### src/rtl/tinyriscv_pkg.sv
// Types shared by the tinyriscv front end: fetch FSM states and FIFO entry layout.
package tinyriscv_pkg;

  typedef enum logic [1:0] {
    IDLE = 2'd0,
    REQ  = 2'd1,
    HALT = 2'd2
  } fetch_state_e;

  typedef struct packed {
    logic        err;
    logic [31:0] pc;
    logic [31:0] inst;
  } fetch_entry_t;

  localparam int FETCH_ENTRY_W = $bits(fetch_entry_t);

endpackage

### src/rtl/ifu_prefetch_sync_fifo.sv
// Generic synchronous FIFO with wrap-bit pointers and a single-cycle flush.
module sync_fifo #(
  parameter int WIDTH = 32,
  parameter int DEPTH = 4
) (
  input  logic                       clk,
  input  logic                       rst_n,
  input  logic                       push,
  input  logic                       pop,
  input  logic                       flush,
  input  logic [WIDTH-1:0]           wdata,
  output logic                       full,
  output logic                       empty,
  output logic [$clog2(DEPTH+1)-1:0] count,
  output logic [WIDTH-1:0]           rdata
);
  localparam int AW = $clog2(DEPTH);
  localparam int CW = $clog2(DEPTH+1);

  logic [WIDTH-1:0] mem [DEPTH];
  logic [AW:0]      wptr, rptr;
  logic             do_push, do_pop;

  assign empty   = (wptr == rptr);
  assign full    = (wptr[AW] != rptr[AW]) && (wptr[AW-1:0] == rptr[AW-1:0]);
  assign count   = CW'(wptr - rptr);
  assign rdata   = mem[rptr[AW-1:0]];
  // Pop before push lets a full FIFO accept a write in the same cycle it is read.
  assign do_pop  = pop && !empty && !flush;
  assign do_push = push && (!full || do_pop) && !flush;

  always_ff @(posedge clk) begin
    if (do_push) mem[wptr[AW-1:0]] <= wdata;
  end

  always_ff @(posedge clk or negedge rst_n) begin
    if (!rst_n) begin
      wptr <= '0;
      rptr <= '0;
    end else if (flush) begin
      wptr <= '0;
      rptr <= '0;
    end else begin
      if (do_push) wptr <= wptr + 1'b1;
      if (do_pop)  rptr <= rptr + 1'b1;
    end
  end

endmodule

### src/rtl/ifu_prefetch.sv
// Instruction prefetcher: pipelined req/gnt/rvalid fetches into a small FIFO,
// with flush-time discard of stale responses and halt on bus error.
module ifu_prefetch
  import tinyriscv_pkg::*;
#(
  parameter int          DEPTH           = 4,
  parameter int          MAX_OUTSTANDING = 2,
  parameter logic [31:0] RESET_PC        = 32'h0000_0000
) (
  input  logic        clk,
  input  logic        rst_n,
  input  logic        flush_i,
  input  logic [31:0] flush_addr_i,
  input  logic        id_ready_i,
  output logic [31:0] inst_o,
  output logic [31:0] pc_o,
  output logic        inst_valid_o,
  output logic        inst_err_o,
  output logic        instr_req_o,
  input  logic        instr_gnt_i,
  output logic [31:0] instr_addr_o,
  input  logic        instr_rvalid_i,
  input  logic [31:0] instr_rdata_i,
  input  logic        instr_err_i
);
  localparam int OW = $clog2(MAX_OUTSTANDING+1);
  localparam int CW = $clog2(DEPTH+1);

  fetch_state_e  state_q;
  logic          req_q, pend_kill_q, err_seen_q;
  logic [31:0]   fetch_pc_q, addr_q, resp_pc_q, flush_pc;
  logic [OW-1:0] live_q, kill_q, live_nxt, kill_nxt;
  logic [CW-1:0] fifo_count, count_nxt;
  logic          fifo_full, fifo_empty;
  logic          granted, drop, push, pop, err_push, credit_nxt;
  fetch_entry_t  head, wentry;

  assign flush_pc = {flush_addr_i[31:2], 2'b00};
  assign granted  = req_q && instr_gnt_i;
  assign drop     = instr_rvalid_i && (kill_q != '0);
  assign push     = instr_rvalid_i && (kill_q == '0) && !flush_i;
  assign pop      = !fifo_empty && id_ready_i && !flush_i;
  assign err_push = push && instr_err_i;
  assign wentry   = '{err: instr_err_i, pc: resp_pc_q, inst: instr_rdata_i};

  sync_fifo #(
    .WIDTH (FETCH_ENTRY_W),
    .DEPTH (DEPTH)
  ) u_fifo (
    .clk   (clk),
    .rst_n (rst_n),
    .push  (push),
    .pop   (pop),
    .flush (flush_i),
    .wdata (wentry),
    .full  (fifo_full),
    .empty (fifo_empty),
    .count (fifo_count),
    .rdata (head)
  );

  // Credit is judged on next-cycle occupancy so a grant and a response in the
  // same cycle still allow back-to-back issue.
  always_comb begin
    live_nxt  = live_q;
    kill_nxt  = kill_q;
    count_nxt = fifo_count;
    if (flush_i) begin
      live_nxt  = '0;
      kill_nxt  = kill_q + live_q + OW'(granted) - OW'(instr_rvalid_i);
      count_nxt = '0;
    end else begin
      if (granted) begin
        if (pend_kill_q) kill_nxt = kill_nxt + OW'(1);
        else             live_nxt = live_nxt + OW'(1);
      end
      if (drop)                   kill_nxt = kill_nxt - OW'(1);
      if (instr_rvalid_i && !drop) live_nxt = live_nxt - OW'(1);
      count_nxt = fifo_count + CW'(push) - CW'(pop);
    end
    credit_nxt = (32'(live_nxt) + 32'(kill_nxt) < 32'(MAX_OUTSTANDING)) &&
                 (32'(count_nxt) + 32'(live_nxt) < 32'(DEPTH));
  end

  always_ff @(posedge clk or negedge rst_n) begin
    if (!rst_n) begin
      state_q     <= IDLE;
      req_q       <= 1'b0;
      addr_q      <= RESET_PC;
      fetch_pc_q  <= RESET_PC;
      resp_pc_q   <= RESET_PC;
      live_q      <= '0;
      kill_q      <= '0;
      pend_kill_q <= 1'b0;
      err_seen_q  <= 1'b0;
    end else begin
      live_q <= live_nxt;
      kill_q <= kill_nxt;
      if (push) resp_pc_q <= resp_pc_q + 32'd4;
      if (flush_i) begin
        fetch_pc_q <= flush_pc;
        resp_pc_q  <= flush_pc;
        err_seen_q <= 1'b0;
        if (req_q && !instr_gnt_i) begin
          // Request cannot be withdrawn; it completes later as a killed transaction.
          pend_kill_q <= 1'b1;
        end else begin
          pend_kill_q <= 1'b0;
          if (credit_nxt) begin
            state_q <= REQ;
            req_q   <= 1'b1;
            addr_q  <= flush_pc;
          end else begin
            state_q <= IDLE;
            req_q   <= 1'b0;
          end
        end
      end else begin
        unique case (state_q)
          IDLE: begin
            if (err_push) begin
              state_q <= HALT;
            end else if (credit_nxt) begin
              state_q <= REQ;
              req_q   <= 1'b1;
              addr_q  <= fetch_pc_q;
            end
          end
          REQ: begin
            if (instr_gnt_i) begin
              pend_kill_q <= 1'b0;
              if (!pend_kill_q) fetch_pc_q <= fetch_pc_q + 32'd4;
              if (err_push || err_seen_q) begin
                state_q    <= HALT;
                req_q      <= 1'b0;
                err_seen_q <= 1'b0;
              end else if (credit_nxt) begin
                addr_q <= pend_kill_q ? fetch_pc_q : fetch_pc_q + 32'd4;
              end else begin
                state_q <= IDLE;
                req_q   <= 1'b0;
              end
            end else if (err_push) begin
              err_seen_q <= 1'b1;
            end
          end
          HALT: state_q <= HALT;
          default: begin
            state_q <= IDLE;
            req_q   <= 1'b0;
          end
        endcase
      end
    end
  end

  assign instr_req_o  = req_q;
  assign instr_addr_o = addr_q;
  assign inst_valid_o = !fifo_empty;
  assign inst_err_o   = !fifo_empty && head.err;
  assign inst_o       = fifo_empty ? 32'd0 : head.inst;
  assign pc_o         = fifo_empty ? resp_pc_q : head.pc;

  a_no_push_full: assert property (@(posedge clk) disable iff (!rst_n)
    !(push && fifo_full && !pop));
  a_no_orphan_rvalid: assert property (@(posedge clk) disable iff (!rst_n)
    !(instr_rvalid_i && live_q == '0 && kill_q == '0));

endmodule
### config.mk
export PLATFORM = sky130hd
export DESIGN_NAME = ifu_prefetch
export DESIGN_NICKNAME = d
export VERILOG_FILES = /design/src/rtl/tinyriscv_pkg.sv /design/src/rtl/ifu_prefetch_sync_fifo.sv /design/src/rtl/ifu_prefetch.sv
export SDC_FILE = /design/constraint.sdc
export NUM_CORES = 1
export LEC_CHECK = 0
export BUFFER_PORTS_ARGS = -buffer_cell sky130_fd_sc_hd__buf_2
export CAP_MARGIN = 20
export CORE_MARGIN = 2
export CORE_UTILIZATION = 39
export DETAILED_ROUTE_END_ITERATION = 16
export PLACE_DENSITY = 0.65
export SLEW_MARGIN = 20
export SYNTH_ARGS = -nofsm -noshare
export SYNTH_HDL_FRONTEND = slang
export SYNTH_SLANG_ARGS = --single-unit
### constraint.sdc
create_clock -name clk -period 4.1 [get_ports clk]
set_input_delay 0.41 -clock clk [delete_from_list [all_inputs] [get_ports clk]]
set_output_delay 0.41 -clock clk [all_outputs]
set_load 0.01 [all_outputs]
==> flow_summary_export.csv <==
group,metric,value,unit
finish,multi_input_area,0.005450,mm²
clocking,numCtsBuffers,39,
floorplan,die_w,206.5,µm
place,dp.cells,1757,
power_and_ir_drop,p_leak,6.790,nW
timing,rsz0062_at_grt,"false",
timing,min_period,3.850,ns
clocking,clkSinkCount,358,
synth,synthFlopType,"edfxtp_1",
global_route,grt_max_degree,71,
timing,finalSetupTns,0,ns
global_route,grt-ovfl-total,0,
detailed_routing,finalWirelength,36.21,mm
finish,syn2layout_area_growth,16.94,%
global_route,antenna_found_initial,0,
worst_setup_path,crit_required,4.52,ns
floorplan,die_h,206.5,µm
synth,yosysSeqAreaShare,0.6392,
detailed_routing,drc,0,
synth,yosysMostFrequentCell,"edfxtp_1",
worst_setup_path,cp.arrival,4.27,ns
synth,synth-edff-count,252,
worst_setup_path,cp-end-kind,"register",
global_route,grt_pass1_vias,9838,
timing,hold_viol,0,
floorplan,rows,74,
global_route,grt_pass1_wl,56.12,mm
synth,ys_top_cells_by_area,"edfxtp_1, dfrtp_1, mux4_2, xor2_1, xnor2_1",
synth,synth_common_cells,"edfxtp_1, dfrtp_1, nand2_1, nor2_1, mux4_2",
floorplan,dieArea,0.04263,mm²
synth,synth_cells,1094,
power_and_ir_drop,power_density,600.6,mW/mm²
finish,fin_cells,1831,
detailed_routing,drtIter0Drc,670,
finish,n_fill_cell,3624,
floorplan,initial_utilization,0.3934,
finish,finalNetCount,1354,
detailed_routing,drtAntennaViolNets,0,
clocking,h-tree-depth,2,
worst_setup_path,worstPathMaxFanout,35,
detailed_routing,wire_per_inst,19.78,µm
floorplan,ioPinCount,170,
power_and_ir_drop,peakVddDrop,0.4340,mV
hold_path,hp-class,"primary input to register",
run,drv_cap,0,
finish,drive_gt1_frac,0.2789,
detailed_routing,viasPerCell,5.285,
synth,ys_async_sr_fraction,0.2961,
outcome,status,"finished, final reports clean",
timing,fmax,0.2598,GHz
timing,timing.final.crit_share,0.9390,
timing,skew,0.01976,ns
worst_setup_path,start_kind,"register",
clocking,root_buffer,"clkbuf_16",
finish,regArea,0.01022,mm²
synth,ys_types,62,
worst_setup_path,crit_type,"register to register",
synth,yosysTopAreaCell,"edfxtp_1",
detailed_routing,vias,9676,
timing,slew_violations,0,
synth,synth_top_cell_area_share,0.4733,
hold_path,hp-start,"flush_i",
worst_setup_path,crit_path_start,"kill_q[0]",
global_route,track_usage,0.1719,
clocking,clock_latency,0.54,ns
timing,relSlewSlack,0.3075,
clocking,cts_tree,"done",
place,place_hpwl,23.11,mm
worst_setup_path,r2r-start,"kill_q[0]",
timing,tightestPinTransition,1.039,ns
clocking,cts_setup_buffers,0,
synth,ys_warn_count,0,
clocking,ctsLongestPathBuffers,3,
timing,setup_viol,0,
synth,syn_area,0.01599,mm²
detailed_routing,dr.pass1.iters,5,
synth,syn_area_per_cell,14.62,µm²
floorplan,core,0.04065,mm²
place,gp_congestion,0.8021,
place,portBuffers,165,
clocking,path_clk_slew,0.06,ns
synth,ys_ff_latch,358,
-- routing by layer --
metal / vias to the layer above / wire [µm] / global-route usage
met2: 284 / 16850 / 0.2737
met3: 44 / 2337 / 0.03627
met5: - / 0 / 0
li1: 4415 / - / -
met1: 4933 / 16440 / 0.2403
met4: 0 / 577 / 0.04362
-- sequential cells by signal (all words and copies together) (netlist names) --
| name | count |
|---|---|
| u_fifo.mem | 252 |
| instr_addr_o | 31 |
| fetch_pc_q | 30 |
| resp_pc_q | 30 |
| u_fifo.rptr | 3 |
| u_fifo.wptr | 3 |
| kill_q | 2 |
| live_q | 2 |
| state_q | 2 |
| err_seen_q | 1 |
| instr_req_o | 1 |
| pend_kill_q | 1 |
-- cell usage in the layout (no fill, tap or decap), types with 7 or more instances in the layout --
cell type	Yosys	layout
buf_2	17	164
buf_4	5	19
a21boi_0	16	16
nand4_1	21	21
mux4_2	63	63
o21ai_0	32	32
dfrtp_1	106	104
nand2_1	86	86
clkinv_2	0	7
nand3_1	34	33
o31ai_1	11	11
xor2_1	50	50
clkbuf_16	0	39
mux2_2	34	34
and3_1	8	8
nand2b_1	10	10
inv_1	17	17
nor3_1	15	15
and2_1	43	39
xnor2_1	44	44
a21oi_1	42	42
clkbuf_1	29	11
ha_1	12	12
nor2_1	66	66
edfxtp_1	252	252
-- repair_timing --
item / 4_1_cts / 5_1_grt
hold buffers: 1 / 0
resized for setup: 0 / 0
endpoints found under the hold margin: 37 / 0
-- per-stage QoR --
stage                       util  setup WS [ns]  area [µm²]  hold WS (ns)  power (mW)
final                     0.4600         0.2502       18700       0.08602       11.23
after global routing      0.4600        0.05891       18700       0.07804       11.86
after CTS                 0.4600         0.2822       18700       0.06809       11.38
after detailed placement  0.4298         0.3223       17470        0.4253       7.994
after global placement    0.4298         0.3674       17470        0.4290       7.928
after floorplan                -        0.06983       16000        0.1144       6.827
-- logic make-up (layout without fill, tap and decap cells) --
family,count (synthesis),after routing,share of synthesized area
AOI/OAI and AO/OA,129,129,0.05110
and+or+nand+nor,316,316,0.1045
DFF,358,358,0.6392
xor gates and xnor gates,95,95,0.05290
buffers and inverters,76,279,0.02128
muxes,103,103,0.1164
adders and majority gates,16,16,0.01440
other,1,3,0.0002345
-- where the power goes --
part	total (mW)	leakage, nW	switching, mW	internal (mW)
clock	3.35	0.593	1.41	1.94
sequential	4.54	3.51	0.283	4.26
combinational	3.34	2.69	1.84	1.50
-- worst max-delay path, cell delays in order (launching register included) --
cell     delay [ns]
dfrtp_1        0.37
inv_1          0.09
ha_1           0.24
nand2_1        0.12
nor2_1         0.10
fa_1           0.41
fa_1           0.47
ha_1           0.30
nor2b_1        0.14
ha_1           0.30
nand2_1        0.08
o31ai_4        0.25
a21o_4         0.28
buf_12         0.21
mux2_2         0.34
-- final cells by class --
| cell class | instances | share of cell area |
|---|---|---|
| flip-flops and latches | 358 | 0.5468 |
| multi-input cells | 661 | 0.2915 |
| repair buffers | 189 | 0.05741 |
| clock buffers | 53 | 0.05661 |
| well taps | 532 | 0.03560 |
| clock inverters | 19 | 0.008298 |
| inverters | 18 | 0.003613 |
| diodes | 1 | 0.0001338 |
-- final timing paths --
kind,to,slack [ns],depth (start not counted)
max in group asynchronous,u_fifo.rptr[0],2.81,3
worst max register to register,instr_addr_o[31],0.25,14
worst min-delay path,u_fifo.wptr[2],0.09,2
worst min register to register,instr_addr_o[22],0.48,1
min in group asynchronous,instr_addr_o[14],0.38,2
worst max-delay path,instr_addr_o[31],0.25,14
Power figures use the tool's default switching activity.
